File: src/rtl/wired_bus_pkg.sv
// Shared definitions for the single-wire open-drain bus: receiver FSM states,
// bit classes, default pulse timing and the width classifier.
package wired_bus_pkg;

    typedef enum logic {
        IDLE,
        LOW
    } rx_state_e;

    typedef enum logic [1:0] {
        BIT0,
        BIT1,
        RST,
        ERR
    } bit_class_e;

    localparam int DEF_FILT       = 3;
    localparam int DEF_T_MIN      = 4;
    localparam int DEF_T_ONE_MAX  = 15;
    localparam int DEF_T_ZERO_MAX = 60;
    localparam int DEF_T_RST_MIN  = 120;

    // Map a low-pulse width in clocks onto a bit class.
    function automatic bit_class_e classify_width(
        input int unsigned w,
        input int unsigned t_min,
        input int unsigned t_one_max,
        input int unsigned t_zero_max,
        input int unsigned t_rst_min
    );
        bit_class_e cls;
        if (w < t_min)
            cls = ERR;
        else if (w <= t_one_max)
            cls = BIT1;
        else if (w <= t_zero_max)
            cls = BIT0;
        else if (w < t_rst_min)
            cls = ERR;
        else
            cls = RST;
        return cls;
    endfunction

endpackage

File: src/rtl/wired_bus_filter.sv
// Two-flop synchroniser plus glitch filter for the asynchronous bus line.
// The filtered level only follows after FILT consecutive differing samples.
module wired_bus_filter
    import wired_bus_pkg::*;
#(
    parameter int FILT = DEF_FILT
) (
    input  logic clk,
    input  logic rst_n,
    input  logic bus_in,
    output logic filt_line
);

    localparam int RUN_W = $clog2(FILT + 1);

    logic             sync1_q, sync1_d;
    logic             sync2_q, sync2_d;
    logic             filt_q, filt_d;
    logic [RUN_W-1:0] run_q, run_d;

    always_comb begin
        sync1_d = bus_in;
        sync2_d = sync1_q;
        filt_d  = filt_q;
        run_d   = '0;
        // The run length restarts whenever the sample agrees with the filtered level.
        if (sync2_q != filt_q) begin
            if (run_q == RUN_W'(FILT - 1))
                filt_d = sync2_q;
            else
                run_d = run_q + 1'b1;
        end
    end

    always_ff @(posedge clk or negedge rst_n) begin
        if (!rst_n) begin
            sync1_q <= 1'b1;
            sync2_q <= 1'b1;
            filt_q  <= 1'b1;
            run_q   <= '0;
        end else begin
            sync1_q <= sync1_d;
            sync2_q <= sync2_d;
            filt_q  <= filt_d;
            run_q   <= run_d;
        end
    end

    assign filt_line = filt_q;

endmodule

File: src/rtl/wired_bus_rx.sv
// Wired-bus receiver: measures low-pulse widths, decodes bits LSB-first into
// bytes and offers them on a valid/ready port with error/reset/overrun pulses.
module wired_bus_rx
    import wired_bus_pkg::*;
#(
    parameter int FILT       = DEF_FILT,
    parameter int T_MIN      = DEF_T_MIN,
    parameter int T_ONE_MAX  = DEF_T_ONE_MAX,
    parameter int T_ZERO_MAX = DEF_T_ZERO_MAX,
    parameter int T_RST_MIN  = DEF_T_RST_MIN,
    parameter int CNT_W      = 8
) (
    input  logic       clk,
    input  logic       rst_n,
    input  logic       bus_in,
    output logic [7:0] data_out,
    output logic       data_valid,
    input  logic       data_ready,
    output logic       reset_det,
    output logic       err_timing,
    output logic       overrun
);

    if (((2 ** CNT_W) - 1 < T_RST_MIN) || (T_MIN > T_ONE_MAX) ||
        (T_ONE_MAX >= T_ZERO_MAX) || (T_ZERO_MAX >= T_RST_MIN)) begin : g_param_check
        $error("wired_bus_rx: inconsistent timing parameters");
    end

    logic filt_line;

    wired_bus_filter #(.FILT(FILT)) u_filter (
        .clk      (clk),
        .rst_n    (rst_n),
        .bus_in   (bus_in),
        .filt_line(filt_line)
    );

    rx_state_e        state_q, state_d;
    logic [CNT_W-1:0] width_q, width_d;
    logic [7:0]       shreg_q, shreg_d;
    logic [2:0]       bit_cnt_q, bit_cnt_d;
    logic [7:0]       data_out_q, data_out_d;
    logic             data_valid_q, data_valid_d;
    logic             reset_det_q, reset_det_d;
    logic             err_timing_q, err_timing_d;
    logic             overrun_q, overrun_d;

    bit_class_e cls;
    logic [7:0] shifted;
    logic       accept;

    always_comb begin
        state_d      = state_q;
        width_d      = width_q;
        shreg_d      = shreg_q;
        bit_cnt_d    = bit_cnt_q;
        data_out_d   = data_out_q;
        data_valid_d = data_valid_q;
        reset_det_d  = 1'b0;
        err_timing_d = 1'b0;
        overrun_d    = 1'b0;

        accept  = data_valid_q && data_ready;
        cls     = classify_width(32'(width_q), T_MIN, T_ONE_MAX, T_ZERO_MAX, T_RST_MIN);
        shifted = {(cls == BIT1), shreg_q[7:1]};

        if (accept)
            data_valid_d = 1'b0;

        case (state_q)
            IDLE: begin
                if (!filt_line) begin
                    state_d = LOW;
                    width_d = CNT_W'(1);
                end
            end
            LOW: begin
                if (filt_line) begin
                    state_d = IDLE;
                    case (cls)
                        BIT0, BIT1: begin
                            shreg_d = shifted;
                            if (bit_cnt_q == 3'd7) begin
                                bit_cnt_d = 3'd0;
                                // A byte landing on an accept cycle replaces the old one.
                                if (!data_valid_q || accept) begin
                                    data_out_d   = shifted;
                                    data_valid_d = 1'b1;
                                end else begin
                                    overrun_d = 1'b1;
                                end
                            end else begin
                                bit_cnt_d = bit_cnt_q + 3'd1;
                            end
                        end
                        RST: begin
                            reset_det_d = 1'b1;
                            shreg_d     = '0;
                            bit_cnt_d   = '0;
                        end
                        default: begin
                            err_timing_d = 1'b1;
                            shreg_d      = '0;
                            bit_cnt_d    = '0;
                        end
                    endcase
                end else if (width_q != {CNT_W{1'b1}}) begin
                    width_d = width_q + 1'b1;
                end
            end
            default: state_d = IDLE;
        endcase
    end

    always_ff @(posedge clk or negedge rst_n) begin
        if (!rst_n) begin
            state_q      <= IDLE;
            width_q      <= '0;
            shreg_q      <= '0;
            bit_cnt_q    <= '0;
            data_out_q   <= '0;
            data_valid_q <= 1'b0;
            reset_det_q  <= 1'b0;
            err_timing_q <= 1'b0;
            overrun_q    <= 1'b0;
        end else begin
            state_q      <= state_d;
            width_q      <= width_d;
            shreg_q      <= shreg_d;
            bit_cnt_q    <= bit_cnt_d;
            data_out_q   <= data_out_d;
            data_valid_q <= data_valid_d;
            reset_det_q  <= reset_det_d;
            err_timing_q <= err_timing_d;
            overrun_q    <= overrun_d;
        end
    end

    assign data_out   = data_out_q;
    assign data_valid = data_valid_q;
    assign reset_det  = reset_det_q;
    assign err_timing = err_timing_q;
    assign overrun    = overrun_q;

endmodule

File: config.mk
export PLATFORM = sky130hd
export DESIGN_NAME = wired_bus_rx
export DESIGN_NICKNAME = d
export VERILOG_FILES = /design/src/rtl/wired_bus_pkg.sv /design/src/rtl/wired_bus_filter.sv /design/src/rtl/wired_bus_rx.sv
export SDC_FILE = /design/constraint.sdc
export NUM_CORES = 1
export LEC_CHECK = 0
export ABC_AREA = 1
export CORE_MARGIN = 2
export CORE_UTILIZATION = 45
export DETAILED_ROUTE_END_ITERATION = 12
export GPL_TIMING_DRIVEN = 0
export HOLD_SLACK_MARGIN = 0.03
export SKIP_CTS_REPAIR_TIMING = 1
export SYNTH_ARGS = -nofsm -noshare
export SYNTH_HDL_FRONTEND = slang
export SYNTH_SLANG_ARGS = --single-unit
File: constraint.sdc
create_clock -name clk -period 4.1 [get_ports clk]
set_clock_uncertainty 0.2 [all_clocks]
set_input_delay 1.23 -clock clk [delete_from_list [all_inputs] [get_ports clk]]
set_output_delay 1.23 -clock clk [all_outputs]
set_load 0.02 [all_outputs]
# Yosys cells after proc, flatten, opt, wreduce, memory -nomap -nowiden
# Index checks and enable logic that the tools add are counted.
# word_totals
reg_bits	37
in_bits	4
output_inout_bits	12
word_cells	71
# op_classes
n_addsub	3
n_lt_le_gt_ge	4
n_eq_ne	9
mux	31
bitwise_logic	1
reduce_logical	10
# op_table
op	count
$mux W8	4
$mux W1	19
$pmux W8 S2	1
$mux W2	5
$add A8 B1 Y8 const B	1
$le A8 B4 Y1 const B	1
$le A8 B6 Y1 const B	1
$lt A8 B3 Y1 const B	1
$lt A8 B7 Y1 const B	1
$ne A8 B8 Y1 const B	1
$mux W3	2
$reduce_and A5 Y1	1
$eq A2 B2 Y1 const B	2
$ne A2 B2 Y1 const B	2
$reduce_and A2 Y1	2
$add A3 B1 Y3 const B	1
$eq A3 B3 Y1 const B	1
$reduce_and A3 Y1	1
$reduce_or A3 Y1	1
$add A2 B1 Y2 const B	1
$eq A2 B1 Y1 const B	1
$logic_not A2 Y1	1
$ne A2 B1 Y1 const B	1
$reduce_or A2 Y1	1
5 further kinds	5

# Depth between registers and ports, before layout
# logic_depth
depth_word	10
ltp_mapped	9
depth_no_buf	9

# By module
# A second synthesis with hierarchy kept.
# hier_totals
cells_unflattened	200
hier_area_um2	1682.9
# by_module_without_submodules
module	n_inst	cells_each	area_per_inst_um2	seq_area_each_um2
wired_bus_rx	1	179	1492.7	775.7
wired_bus_filter	1	21	190.2	128.9

# Worst setup path before layout
# Ideal clock, no wire load.
# synth_timing
kind	input -> register
startpoint	input data_ready
endpoint	register data_out_q[0] (netlist: data_out[0])
setup_time_ns	0.117
arrival_time_ns	1.660
t_required_ns	3.783
setup_slack_ns	2.123
stages	5
n_path_buf	1
cell_sequence	inv_1 > nand2_1 > buf_2 > nand4_1 > nand2_1
# synth_via
elab_chain_cells	3
# synth_rtl
element	line_no	text
from (decl)	wired_bus_rx.sv:18	input logic data_ready,
$logic_and A1 B1 Y1	wired_bus_rx.sv:63	accept = data_valid_q && data_ready;
$logic_or A1 B1 Y1	wired_bus_rx.sv:86	if (!data_valid_q || accept) begin
$reduce_and A5 Y1 (no source line)	-	
to (signal assigned)	wired_bus_rx.sv:131	data_out_q <= data_out_d;
to (decl)	wired_bus_rx.sv:42	logic [7:0] data_out_q, data_out_d;
# Every way passes these cells.
# A chain may end at the register's enable or synchronous reset.

# Worst setup path in the final report
# layout_timing
startpoint	register data_out_q[0] (netlist: data_out[0])
endpoint	output data_out[0]
# layout_rtl
element	line_no	text
to (decl)	wired_bus_rx.sv:16	output logic [7:0] data_out,
# No word-level cell between the ends.

==> results by group <==
Outcome
  • Status: finished, final reports clean

Floorplan
  • Row count: 22
  • Starting Density: 0.474
  • IO Count: 16
  • Die width: 66.6 um
  • Chip Height: 66.6 um
  • Die ar.: 4430 um2
  • Core Area: 3720 um2

Detailed routing
  • Final wirelength: 3150 um
  • Routed vias: 1278
  • Vias per Instance: 4.90
  • Post-DRT Antenna Nets: 0
  • Avg WL per Cell: 12.1 um
  • Initial drt markers: 44
  • DRT Pass-1 Iters: 4
  • Drt drc: 0

STA
  • Final worst-path cycle share: 0.652
  • Slew @ Worst Pin: 0.804 ns
  • Hold slack: 0.158 ns
  • Final min period: 2.67 ns
  • Final Max Slew Viols: 0
  • Final Setup Violations: 0
  • Final TNS setup: 0 ns
  • Achievable Freq: 374 MHz
  • Worst rel slew slack: 0.464
  • Setup repair after global routing missed its margin: no
  • Count of final hold-check violations: 0

Power
  • P_leak: 1.02 nW
  • Int Pwr: 0.671 mW
  • Sw frac: 0.360
  • Peak supply drop: 0.387 mV
  • P_sw: 0.377 mW
  • Cell Pwr Density: 508 nW/um2
  • Clock power frac: 0.249
  • Comb power frac: 0.307
  • Reg power frac: 0.444

Clocking
  • CTS HTree Levels: 2
  • Clk sink count: 36
  • Clock Tree Root: clkbuf_8
  • Clock-pin transition on the worst setup and hold timing paths: 0.07 ns
  • CTS tree: done
  • Cts bufs inserted: 5
  • Worst skew pair latency: 0.29 ns
  • Max Buffers Root-to-Sink: 2

Global routing
  • Largest net degree at the start of global routing: 37
  • Initial antenna violation count: 0
  • Number of global-route vias before repair: 1307
  • GR Util All Layers: 0.176
  • Global-route wire length before repair: 5800 um
  • GRT overflow: 0

Critical path
  • Worst Setup End Kind: output pin
  • WP data arrival: 1.24 ns
  • R2r setup slk: 2.28 ns
  • Critical Path Max Stage Delay: 0.61 ns
  • WS Path Type: reg -> out
  • CP required: 2.67 ns
  • Worst reg-to-reg path cell count: 7
  • CP Cell Sequence: clkdlybuf4s50_1
  • CP Depth: 1
  • Bufs and invs on worst path: 1
  • Worst-path fanout max: 2
  • R2r endpoint: data_out[0]$_DFFE_PN0P_
  • Crit path capture: data_out[0]
  • CP startpoint kind: flop
  • Max stage delay cell, worst path: clkdlybuf4s50_1
  • Reg2Reg Launch Point: bit_cnt_q[0]$_DFFE_PN0P_
  • Critical Path Start: data_out[0]$_DFFE_PN0P_
  • Crit-path leading delay family: buffers and inverters

Synth
  • Synth cell types: 26
  • Sequential-to-total area share from yosys stat: 0.513
  • Async S/R FF share, synth: 1.00
  • YS warnings: 0
  • Post-synthesis net count: 198
  • Synthesized area per cell: 9.28 um2
  • EDFF count, synth: 0
  • Cells after Synth: 190
  • Post-Syn Area: 1760 um2
  • Top_reg_cell synth: dfrtp_1
  • Synthesis-stage register bit count: 36

Final layout
  • Ant diodes: 0
  • Layout cells sized above 1: 0.174
  • Fill cells: 352
  • Area grow syn2layout: 16.9%
  • Nets: 220

Placement
  • Port buffer count: 15
  • Routability cong.: 0.855
  • DP HPWL: 2270 um

Worst hold path
  • Hold Path Origin: u_filter.sync1_q$_DFF_PN1_
  • Hold crit path type: reg -> reg

Job
  • Max-cap violations: 0
## worst min path at each step
| stage | to | cells past startpoint |
|---|---|---|
| floorplan | u_filter.sync2_q$_DFF_PN1_ | 0 |
| global placement | u_filter.sync2_q$_DFF_PN1_ | 0 |
| detailed placement | u_filter.sync2_q$_DFF_PN1_ | 0 |
| CTS | u_filter.sync2_q$_DFF_PN1_ | 0 |
| global route | u_filter.sync2_q$_DFF_PN1_ | 0 |
| finish | u_filter.sync2_q$_DFF_PN1_ | 0 |
## cell usage after synthesis (all sizes together) (2+ instances only)
master  instances  share of area
inv            18          0.038
nand3          17          0.075
nand2          68           0.16
dfrtp          33           0.47
nor2           16          0.050
buf             5          0.026
nand4          10          0.043
ha              4          0.028
o21ai           7          0.020
nor3            2         0.0057
xnor2           3          0.015
dfstp           3          0.045
## logic make-up after synthesis
kind of cell    after synthesis  synth area share
flops                        36             0.513
compound gates                9            0.0284
fa+ha+maj                     4            0.0284
buf+inv                      23            0.0646
xor+xnor                      4            0.0199
simple gates                114             0.346
## final cells by class
cell class | count | area (um2) | area share
buffer | 5 | 46.3 | 0.0225
clock buffer | 6 | 82.6 | 0.0401
clock inverter | 2 | 10.0 | 0.00486
inverter | 18 | 67.6 | 0.0328
multi-input combinational | 131 | 744 | 0.361
sequential | 36 | 905 | 0.439
tap | 48 | 60.1 | 0.0291
timing repair buffer | 15 | 145 | 0.0704
## per-layer routing
layer / track usage / part of all wire / up-vias
li1: - / - / 650
met1: 0.228 / 0.49 / 605
met2: 0.270 / 0.45 / 19
met3: 0.0557 / 0.040 / 4
met4: 0.0765 / 0.017 / 0
met5: 0 / 0 / -
## power groups by stage
stage / Sequential [mW] / Clock (mW) / Combinational (mW)
final: 0.465 / 0.261 / 0.322
after global routing: 0.473 / 0.286 / 0.364
after CTS: 0.464 / 0.269 / 0.329
after detailed placement: 0.471 / 0 / 0.328
after global placement: 0.469 / 0 / 0.316
after floorplan: 0.463 / 0 / 0.254
## registers in the layout (all words and copies together), names as in the netlist
| name | count |
|---|---|
| err_timing | 1 |
| u_filter.run_q | 2 |
| width_q | 8 |
| data_out | 8 |
| u_filter.sync2_q | 1 |
| state_q | 1 |
| data_valid | 1 |
| u_filter.sync1_q | 1 |
| u_filter.filt_line | 1 |
| bit_cnt_q | 3 |
| shreg_q | 7 |
| reset_det | 1 |
| overrun | 1 |
## cell usage in the layout, fill, tap and decap left out, types with 2 or more instances in the layout
master / n
nor2_1: 11
nand3_2: 7
inv_1: 18
ha_1: 4
nand2_2: 2
xnor2_1: 3
nor3_1: 2
nand4_2: 2
o21ai_0: 7
dfrtp_1: 33
nor2_4: 3
clkinv_2: 2
clkdlybuf4s50_1: 14
nand2_1: 64
nor2_2: 2
clkbuf_8: 6
nand4_1: 8
buf_2: 4
nand3_1: 9
dfstp_2: 3
## per-stage QoR
stage	cells	power (mW)	util	cell area, um2	worst slack (ns)
finish	261	1.05	0.555	2060	1.43
detailed placement	253	0.799	0.530	1970	1.54
CTS	261	1.06	0.555	2060	1.41
global placement	253	0.785	0.531	1970	0.851
floorplan	190	0.717	-	1760	2.12
global route	261	1.12	0.555	2060	1.37
## worst register-to-register path, cell delays in order, from the launching register on
cell	delay [ns]
dfrtp_1	0.38
ha_1	0.17
ha_1	0.16
inv_1	0.07
nor2_2	0.40
nand3_4	0.18
nand2_1	0.09
nand2_1	0.05
Note: power is estimated with default switching activity, not from simulation.
